===== config.mk =====
export PLATFORM = sky130hd
export DESIGN_NAME = arm_multicycle_core
export DESIGN_NICKNAME = d
export VERILOG_FILES = /design/src/rtl/arm_multicycle_core.sv
export SDC_FILE = /design/constraint.sdc
export NUM_CORES = 2
export LEC_CHECK = 0
export CAP_MARGIN = 20
export CORE_MARGIN = 5
export CORE_UTILIZATION = 68
export CTS_CLUSTER_SIZE = 20
export DETAILED_ROUTE_END_ITERATION = 12
export PLACE_DENSITY = 0.95
export REMOVE_ABC_BUFFERS = 1
export SLEW_MARGIN = 20
export SYNTH_ARGS = -nofsm -noshare
export SYNTH_HDL_FRONTEND = slang
export SYNTH_SLANG_ARGS = --single-unit

===== constraint.sdc =====
create_clock -name clk -period 14.62 [get_ports clk]
set_input_delay 2.924 -clock clk [delete_from_list [all_inputs] [get_ports clk]]
set_output_delay 2.924 -clock clk [all_outputs]
set_load 0.01 [all_outputs]

===== src/rtl/arm_multicycle_core.sv =====
`default_nettype none
// ============================================================================
// Module   : arm_multicycle_core
// Purpose  : Multicycle ARM-subset core. One FSM steps through the
//            FETCH/DECODE/EXEC/MEM/WB states. Instruction and data memories
//            use req/ack handshakes, so either memory may stall the core.
//            Supports conditional execution, B, rotated immediates, an
//            optional Rm shifter, and R15 as the PC. Holds a 16x32 register
//            file and NZCV flags.
// Ports    : clk, rst_n                  clock (rising), async active-low reset
//            o_instr_req/addr            fetch request / address (= pc)
//            i_instr_valid, i_instr      fetch response
//            o_mem_req/we/addr/wdata     data request (addr word-aligned)
//            i_mem_ack, i_mem_rdata      data response
//            o_pc, o_flags, o_halted     pc in flight, {N,Z,C,V}, HALT state
// Revision : 1.0 - initial release
// ============================================================================
module arm_multicycle_core #(
  parameter int          ADDR_W    = 32,
  parameter logic [31:0] RESET_PC  = 32'h0,
  parameter int          SHIFT_EN  = 1,
  parameter int          UNDEF_NOP = 0
) (
  input  logic              clk,
  input  logic              rst_n,
  output logic              o_instr_req,
  output logic [ADDR_W-1:0] o_instr_addr,
  input  logic              i_instr_valid,
  input  logic [31:0]       i_instr,
  output logic              o_mem_req,
  output logic              o_mem_we,
  output logic [ADDR_W-1:0] o_mem_addr,
  output logic [31:0]       o_mem_wdata,
  input  logic              i_mem_ack,
  input  logic [31:0]       i_mem_rdata,
  output logic [ADDR_W-1:0] o_pc,
  output logic [3:0]        o_flags,
  output logic              o_halted
);

  typedef enum logic [2:0] {
    S_FETCH  = 3'd0,
    S_DECODE = 3'd1,
    S_EXEC   = 3'd2,
    S_MEM    = 3'd3,
    S_WB     = 3'd4,
    S_HALT   = 3'd5
  } state_t;

  localparam logic [3:0] c_AND = 4'b0000;
  localparam logic [3:0] c_EOR = 4'b0001;
  localparam logic [3:0] c_SUB = 4'b0010;
  localparam logic [3:0] c_RSB = 4'b0011;
  localparam logic [3:0] c_ADD = 4'b0100;
  localparam logic [3:0] c_CMP = 4'b1010;
  localparam logic [3:0] c_ORR = 4'b1100;
  localparam logic [3:0] c_MOV = 4'b1101;

  state_t            r_state, w_next;
  logic [ADDR_W-1:0] r_pc;
  logic [31:0]       r_ir;
  logic [31:0]       r_regs [0:15];   // entry 15 is never written; R15 reads come from pc
  logic [3:0]        r_flags;
  logic [31:0]       r_opa, r_opb, r_rdv, r_result;
  logic              r_shc;
  logic [ADDR_W-1:0] r_maddr;

  // Instruction fields
  logic [3:0] w_cond, w_cmd, w_rn, w_rd, w_rm, w_rot;
  logic [1:0] w_op, w_sh;
  logic [4:0] w_imm5;
  logic       w_i, w_s;
  assign w_cond = r_ir[31:28];
  assign w_op   = r_ir[27:26];
  assign w_i    = r_ir[25];
  assign w_cmd  = r_ir[24:21];
  assign w_s    = r_ir[20];        // S for DP, L for load/store
  assign w_rn   = r_ir[19:16];
  assign w_rd   = r_ir[15:12];
  assign w_rot  = r_ir[11:8];
  assign w_imm5 = r_ir[11:7];
  assign w_sh   = r_ir[6:5];
  assign w_rm   = r_ir[3:0];

  logic [31:0]       w_pc32, w_pc8, w_rn_val, w_rd_val, w_rm_val;
  logic [ADDR_W-1:0] w_pc_inc;
  always_comb begin
    w_pc32             = '0;
    w_pc32[ADDR_W-1:0] = r_pc;
  end
  assign w_pc8    = w_pc32 + 32'd8;
  assign w_pc_inc = r_pc + ADDR_W'(4);
  assign w_rn_val = (w_rn == 4'd15) ? w_pc8 : r_regs[w_rn];
  assign w_rd_val = (w_rd == 4'd15) ? w_pc8 : r_regs[w_rd];
  assign w_rm_val = (w_rm == 4'd15) ? w_pc8 : r_regs[w_rm];

  // Condition evaluation against current flags
  logic w_n, w_z, w_c, w_v, w_cond_pass;
  assign {w_n, w_z, w_c, w_v} = r_flags;
  always_comb begin
    w_cond_pass = 1'b0;
    case (w_cond)
      4'b0000: w_cond_pass = w_z;
      4'b0001: w_cond_pass = ~w_z;
      4'b0010: w_cond_pass = w_c;
      4'b0011: w_cond_pass = ~w_c;
      4'b0100: w_cond_pass = w_n;
      4'b0101: w_cond_pass = ~w_n;
      4'b0110: w_cond_pass = w_v;
      4'b0111: w_cond_pass = ~w_v;
      4'b1000: w_cond_pass = w_c & ~w_z;
      4'b1001: w_cond_pass = ~w_c | w_z;
      4'b1010: w_cond_pass = (w_n == w_v);
      4'b1011: w_cond_pass = (w_n != w_v);
      4'b1100: w_cond_pass = ~w_z & (w_n == w_v);
      4'b1101: w_cond_pass = w_z | (w_n != w_v);
      4'b1110: w_cond_pass = 1'b1;
      default: w_cond_pass = 1'b0;
    endcase
  end

  // Instruction class decode
  logic w_cmd_ok, w_is_dp, w_is_ls, w_is_b, w_undef, w_is_cmp;
  always_comb begin
    case (w_cmd)
      c_AND, c_EOR, c_SUB, c_RSB, c_ADD, c_ORR, c_MOV, c_CMP: w_cmd_ok = 1'b1;
      default:                                                w_cmd_ok = 1'b0;
    endcase
  end
  assign w_is_dp  = (w_op == 2'b00) & w_cmd_ok & ~(~w_i & r_ir[4]);
  assign w_is_ls  = (w_op == 2'b01) & ~w_i & ~r_ir[22] & r_ir[24] & ~r_ir[21];
  assign w_is_b   = (w_op == 2'b10) & r_ir[25] & ~r_ir[24];
  assign w_undef  = ~(w_is_dp | w_is_ls | w_is_b);
  assign w_is_cmp = (w_cmd == c_CMP);

  // Operand-2 shifter; the extra bit in the 33-bit forms captures carry-out
  logic [31:0] w_op2;
  logic        w_shc;
  logic [32:0] w_t33;
  logic [63:0] w_t64;
  always_comb begin
    w_op2 = w_rm_val;
    w_shc = w_c;
    w_t33 = '0;
    w_t64 = '0;
    if (w_i) begin
      w_t64 = {24'd0, r_ir[7:0], 24'd0, r_ir[7:0]} >> {w_rot, 1'b0};
      w_op2 = w_t64[31:0];
      w_shc = (w_rot == 4'd0) ? w_c : w_op2[31];
    end else if ((SHIFT_EN != 0) && (w_imm5 != 5'd0)) begin
      case (w_sh)
        2'b00: begin
          w_t33 = {1'b0, w_rm_val} << w_imm5;
          w_op2 = w_t33[31:0];
          w_shc = w_t33[32];
        end
        2'b01: begin
          w_t33 = {w_rm_val, 1'b0} >> w_imm5;
          w_op2 = w_t33[32:1];
          w_shc = w_t33[0];
        end
        2'b10: begin
          w_t33 = 33'($signed({w_rm_val, 1'b0}) >>> w_imm5);
          w_op2 = w_t33[32:1];
          w_shc = w_t33[0];
        end
        default: begin
          w_t64 = {w_rm_val, w_rm_val} >> w_imm5;
          w_op2 = w_t64[31:0];
          w_shc = w_op2[31];
        end
      endcase
    end
  end

  // ALU on latched operands
  logic [31:0] w_alu_res;
  logic [3:0]  w_alu_flags;
  logic [32:0] w_sum;
  always_comb begin
    w_alu_res   = '0;
    w_sum       = '0;
    w_alu_flags = r_flags;
    case (w_cmd)
      c_AND: w_alu_res = r_opa & r_opb;
      c_EOR: w_alu_res = r_opa ^ r_opb;
      c_ORR: w_alu_res = r_opa | r_opb;
      c_MOV: w_alu_res = r_opb;
      c_SUB, c_CMP: begin
        w_sum          = {1'b0, r_opa} + {1'b0, ~r_opb} + 33'd1;
        w_alu_res      = w_sum[31:0];
        w_alu_flags[1] = w_sum[32];
        w_alu_flags[0] = (r_opa[31] ^ r_opb[31]) & (w_alu_res[31] ^ r_opa[31]);
      end
      c_RSB: begin
        w_sum          = {1'b0, r_opb} + {1'b0, ~r_opa} + 33'd1;
        w_alu_res      = w_sum[31:0];
        w_alu_flags[1] = w_sum[32];
        w_alu_flags[0] = (r_opb[31] ^ r_opa[31]) & (w_alu_res[31] ^ r_opb[31]);
      end
      c_ADD: begin
        w_sum          = {1'b0, r_opa} + {1'b0, r_opb};
        w_alu_res      = w_sum[31:0];
        w_alu_flags[1] = w_sum[32];
        w_alu_flags[0] = ~(r_opa[31] ^ r_opb[31]) & (w_alu_res[31] ^ r_opa[31]);
      end
      default: w_alu_res = '0;
    endcase
    // Logical ops take C from the shifter (already equals C when unshifted)
    if ((w_cmd == c_AND) || (w_cmd == c_EOR) || (w_cmd == c_ORR) || (w_cmd == c_MOV))
      w_alu_flags[1] = r_shc;
    w_alu_flags[3] = w_alu_res[31];
    w_alu_flags[2] = (w_alu_res == 32'd0);
  end

  logic [31:0] w_ea, w_btgt, w_res_al;
  assign w_ea     = r_ir[23] ? (r_opa + {20'd0, r_ir[11:0]}) : (r_opa - {20'd0, r_ir[11:0]});
  assign w_btgt   = w_pc8 + {{6{r_ir[23]}}, r_ir[23:0], 2'b00};
  assign w_res_al = {r_result[31:2], 2'b00};

  // Next-state and outputs
  always_comb begin
    w_next      = r_state;
    o_instr_req = 1'b0;
    o_mem_req   = 1'b0;
    o_mem_we    = 1'b0;
    o_halted    = 1'b0;
    case (r_state)
      S_FETCH: begin
        o_instr_req = rst_n;     // held low while reset is asserted
        if (i_instr_valid) w_next = S_DECODE;
      end
      S_DECODE: begin
        if (!w_cond_pass)  w_next = S_FETCH;
        else if (w_undef)  w_next = (UNDEF_NOP != 0) ? S_FETCH : S_HALT;
        else               w_next = S_EXEC;
      end
      S_EXEC: begin
        if (w_is_dp)      w_next = w_is_cmp ? S_FETCH : S_WB;
        else if (w_is_ls) w_next = S_MEM;
        else              w_next = S_FETCH;
      end
      S_MEM: begin
        o_mem_req = 1'b1;
        o_mem_we  = ~w_s;
        if (i_mem_ack) w_next = w_s ? S_WB : S_FETCH;
      end
      S_WB:    w_next = S_FETCH;
      S_HALT: begin
        o_halted = 1'b1;
        w_next   = S_HALT;
      end
      default: w_next = S_FETCH;
    endcase
  end

  always_ff @(posedge clk or negedge rst_n) begin
    if (!rst_n) r_state <= S_FETCH;
    else        r_state <= w_next;
  end

  always_ff @(posedge clk or negedge rst_n) begin
    if (!rst_n) begin
      r_pc     <= RESET_PC[ADDR_W-1:0];
      r_ir     <= '0;
      r_flags  <= '0;
      r_opa    <= '0;
      r_opb    <= '0;
      r_rdv    <= '0;
      r_result <= '0;
      r_shc    <= 1'b0;
      r_maddr  <= '0;
      for (int i = 0; i < 16; i++) r_regs[i] <= '0;
    end else begin
      case (r_state)
        S_FETCH: if (i_instr_valid) r_ir <= i_instr;
        S_DECODE: begin
          r_opa <= w_rn_val;
          r_opb <= w_op2;
          r_shc <= w_shc;
          r_rdv <= w_rd_val;
          if (!w_cond_pass || (w_undef && (UNDEF_NOP != 0))) r_pc <= w_pc_inc;
        end
        S_EXEC: begin
          if (w_is_dp) begin
            r_result <= w_alu_res;
            if (w_s || w_is_cmp) r_flags <= w_alu_flags;
            if (w_is_cmp)        r_pc    <= w_pc_inc;
          end else if (w_is_ls) begin
            r_maddr <= {w_ea[ADDR_W-1:2], 2'b00};
          end else if (w_is_b) begin
            r_pc <= w_btgt[ADDR_W-1:0];
          end
        end
        S_MEM: begin
          if (i_mem_ack) begin
            if (w_s) r_result <= i_mem_rdata;
            else     r_pc     <= w_pc_inc;
          end
        end
        S_WB: begin
          if (w_rd == 4'd15) begin
            r_pc <= w_res_al[ADDR_W-1:0];
          end else begin
            r_regs[w_rd] <= r_result;
            r_pc         <= w_pc_inc;
          end
        end
        default: ;
      endcase
    end
  end

  assign o_instr_addr = r_pc;
  assign o_pc         = r_pc;
  assign o_flags      = r_flags;
  assign o_mem_addr   = r_maddr;
  assign o_mem_wdata  = r_rdv;

endmodule
`default_nettype wire


==> results of run 1 <==
## stage by stage
step / cells / utilization (%) / worst slack [ps]
global placement: 6764 / 71.4 / 7520
detailed placement: 6764 / 71.4 / 7480
floorplan: 5269 / - / 4720
CTS: 6908 / 74.7 / 7480
## cells by family after synthesis
| family | Yosys count | share of synthesized area (%) |
|---|---|---|
| XOR/XNOR | 126 | 1.89 |
| AO/OA/AOI/OAI | 1512 | 17.0 |
| other | 1 | 0.00643 |
| adder cells (fa/ha/maj) | 203 | 4.41 |
| flip-flops | 740 | 31.8 |
| AND/OR/NAND/NOR | 1397 | 11.2 |
| buffers and inverters | 706 | 5.00 |
| multiplexers | 1131 | 28.8 |
## routing by layer
metal,GRT usage (%),GRT overflow
met1,82.3,33
met2,91.0,67
met3,72.3,46
met4,75.5,71
met5,61.6,4
==> reports/results.ini, run 1 <==
[status]
run_status=did not finish
failed_stage=global routing (5_1_grt)
run.stop_error=[ERROR GRT-0232] Routing congestion too high. Check the congestion heatmap in the GUI.

[yosys]
postSynth.asyncResetShare_pct=100
synthDistinctLibCells=104
syn_inst=5816
synth.ff_latch_count=740
synthMostInstantiatedCell=dfrtp_1
synth.yosys.warnings=0
syn_area_um2=58300
synthDominantAreaCellType=dfrtp_1
synthTopCellsByCount=dfrtp_1, mux2_2, nand2_1, clkbuf_1, nor2_1
synth_top_area_share_pct=31.8
syn_area_per_cell_um2=10.0
synth_edf_count=0
synth-main-ff-cell=dfrtp_1
ys_top_cells_by_area=dfrtp_1, mux4_2, mux2_2, ha_1, mux2i_1
sequential_element_share_of_the_synthesized_area_pct=31.8

[floorplanning]
rows=107
start_util_pct=68.5
fp.dieW_um=303
io_pins=204
dieHeight_um=303

[clocking]
cts-htree-levels=3
clkSinkCount=740
post_cts.repair.setup_buffers=0
cts_hold_buffers=0
tritoncts.num_buffers=82
cts-root-buf=clkbuf_16
cts-root-to-sink-buffers=3
cts_resized=0

[grt]
grt_overflow=221
antenna_violations_before_repair=57
total_global_route_track_usage_pct=81.0
pin_count_of_the_biggest_net_entering_global_routing=88

[placement]
portBuffers=197
globalplace.congestion=1.10
total_placed_instance_area_um2=60800
dp.final_hpwl_um=187000

==> run 2, diff against run 1 <==
CORE_UTILIZATION = 40   (was 68)
CTS_CLUSTER_SIZE = not set   (was 20)
PLACE_DENSITY = not set   (was 0.95)
PLACE_DENSITY_LB_ADDON = 0.15   (was not set)
==> run 2 against run 1 <==
Net effect: the run now ends clean; area after synthesis stayed put; synthesized cell count did not move.
==> reports/results.ini, run 2 <==
[power]
design_power_total_mw=18.2
power_density_nw_per_um2=280
sw_frac_of_total_pct=52.8
seqPwrFrac_pct=23.1
leakage_nw=27.3
fraction_of_power_consumed_by_combinational_cells_pct=63.4
clkPwrFrac_pct=13.6
p_sw_mw=9.63
vdd_ir_drop_max_uv=126
internal_power_contribution_mw=8.61

[cells_and_area]
mostFrequentLayoutCells=dfrtp_1, mux2_2, nand2_1, nor2_1
drive_above_1_share_pct=23.7
final-seq-area_um2=18600
largest_register_ff_count=512
final_nets=5996
multiInputGateArea_um2=37100
final.fill_count=13793
final_core_area_utilization_pct=44.9
area.growth.synth_to_final_pct=11.7
stdcell_count=7725
registers.top_by_ff_count=r_regs
design_area_um2=65200
layout.cells.most_common=dfrtp_1

[yosys]
synthTopCellsByCount=dfrtp_1, mux2_2, nand2_1, clkbuf_1, nor2_1
synth.yosys.warnings=0  ; unchanged
synth-main-ff-cell=dfrtp_1
syn_inst=5816  ; unchanged
synthMostInstantiatedCell=dfrtp_1
syn_area_per_cell_um2=10.0  ; unchanged
postSynth.asyncResetShare_pct=100  ; unchanged
synth_edf_count=0  ; unchanged
synthDistinctLibCells=104  ; unchanged
synthDominantAreaCellType=dfrtp_1
syn_area_um2=58300  ; unchanged
synth_top_area_share_pct=31.8  ; unchanged
ys_top_cells_by_area=dfrtp_1, mux4_2, mux2_2, ha_1, mux2i_1
synth.ff_latch_count=740  ; unchanged
sequential_element_share_of_the_synthesized_area_pct=31.8  ; unchanged

[grt]
antenna_violations_before_repair=21
grt_overflow=0
global_route_wire_length_before_repair_um=387000
first_global_vias=50508
total_global_route_track_usage_pct=35.0
pin_count_of_the_biggest_net_entering_global_routing=124

[placement]
placed_cells_incl_taps=7549  ; +12%
globalplace.congestion=1.03  ; -6.1%
portBuffers=197  ; unchanged
total_placed_instance_area_um2=61900  ; +1.8%
dp.final_hpwl_um=194000  ; +3.3%
worst_case_setup_slack_after_placement_ps=7430  ; -45.8 ps

[sta]
hold_viol=0
finalHoldWorstSlack_ps=376
worstMarginPinSlew_ps=1190
setup_ws_ps=7410
fmaxAchievable_ghz=0.139
finalWorstPathRequiredPeriod_ps=7210
report.final.setup_viol=0
fin_skew_ps=47.6
slew_headroom_pct=20.0
slew_violations=0
rsz_0062_raised_after_global_routing=false
setup_tns_final_ps=0
min_period_over_period_pct=49.3

[clocking]
cts_resized=0  ; unchanged
tritoncts.num_buffers=91  ; +11%
cts_hold_buffers=0  ; unchanged
cts-htree-levels=3  ; unchanged
clock_latency_ps=730
clk_pin_slew_worst_paths_ps=60
clkSinkCount=740  ; unchanged
post_cts.repair.setup_buffers=0  ; unchanged
cts-root-buf=clkbuf_16
cts_tree=done
cts-root-to-sink-buffers=3  ; unchanged

[worst_setup_path]
setup.worst_path.class=input pin to output pin
crit_path_start_kind=input pin
worst_ep_arrival_time_ps=4290
cp_slowest_cell=clkdlybuf4s50_1
max_stage_delay_ps=540
cp.required_ps=11700
path_delay_family=buffers and inverters
cp_cell_sequence=buf_8, and2_1, clkdlybuf4s50_1
crit_path_end_kind=output pin
crit_fanout=71
critPathBufInv=2

[route]
route.detailed.drc=0
drt_iter0_markers=6639
detail-route-antenna-nets=0
finalWirelength_um=275000
drt-pass1-iter-count=6
via_count=52841
drt-vias-per-instance=6.84
wl_per_cell_um=35.7

[min_path]
min-delay-path-class=register to register

[floorplanning]
total_die_area_um2=154000
dieHeight_um=392  ; +29%
rows=140  ; +31%
design.core.area_um2=145000
fp.dieW_um=392  ; +29%
start_util_pct=40.2  ; -28 points
io_pins=204  ; unchanged

[status]
run_status=finished, final reports clean

[job]
cap_violations=0

==> run 2: cell counts after synthesis <==
Identical to the previous run, type by type.
==> run 2: path summary, 6_finish.rpt <==
check,from,endpoint,slack (ps),depth (start not counted)
setup reg to reg,r_ir[0],r_opb[3],8000,14
min in group asynchronous,rst_n,o_mem_addr[7],2120,1
hold reg to reg,r_regs[4],r_regs[4],380,0
max in group asynchronous,rst_n,r_regs[190],8830,5
setup / recovery,rst_n,o_instr_req,7410,3
hold / removal,r_regs[4],r_regs[4],380,0
==> run 2: power by group through the flow <==
stage / logic, mW / registers (mW) / clock network (mW)
floorplan: 6.65 / 4.09 / 0
global placement: 11.2 / 4.13 / 0
detailed placement: 11.2 / 4.17 / 0
CTS: 11.2 / 4.14 / 2.51
global route: 12.0 / 4.27 / 2.58
finish: 11.6 / 4.21 / 2.47
==> run 2: cell type report <==
type	instances	share of cell area, %
antenna	8	0.0307
clock buffer	133	4.17
clock inverter	35	0.810
inverter	154	0.887
multi-input combinational	4375	56.9
sequential	740	28.5
tap	1917	3.68
timing repair buffer	363	4.98
==> run 2: worst reg2reg max path, stage by stage (launching register included) <==
cell and delay (ps):
dfrtp_4 830, buf_4 610, buf_4 830, mux4_2 660
a221oi_1 350, a31oi_1 210, nor3_1 710, mux2i_1 200
mux2i_1 600, nor2_1 80, a21oi_1 230, a221o_1 200
nand3_1 80, a31oi_1 750, a211oi_1 100
==> run 2: per-layer routing <==
metal | wire length (µm) | vias to the layer above | global-route usage (%)
met1 | 109000 | 26978 | 46.3
met4 | 19300 | 2 | 20.4
met3 | 28100 | 752 | 7.50
met5 | 7 | - | 0
met2 | 119000 | 3344 | 52.9
li1 | - | 21765 | -
==> run 2: logic make-up (layout without fill, tap and decap cells) <==
kind of cell / count (synthesis) / after routing / synth area share, %
AOI/OAI and AO/OA: 1512 / 1512 / 17.0
and+or+nand+nor: 1397 / 1397 / 11.2
muxes: 1131 / 1131 / 28.8
DFF: 740 / 740 / 31.8
buffers and inverters: 706 / 685 / 5.00
adders and majority gates: 203 / 203 / 4.41
xor gates and xnor gates: 126 / 126 / 1.89
other: 1 / 14 / 0.00643
(Power assumes the default switching activity.)
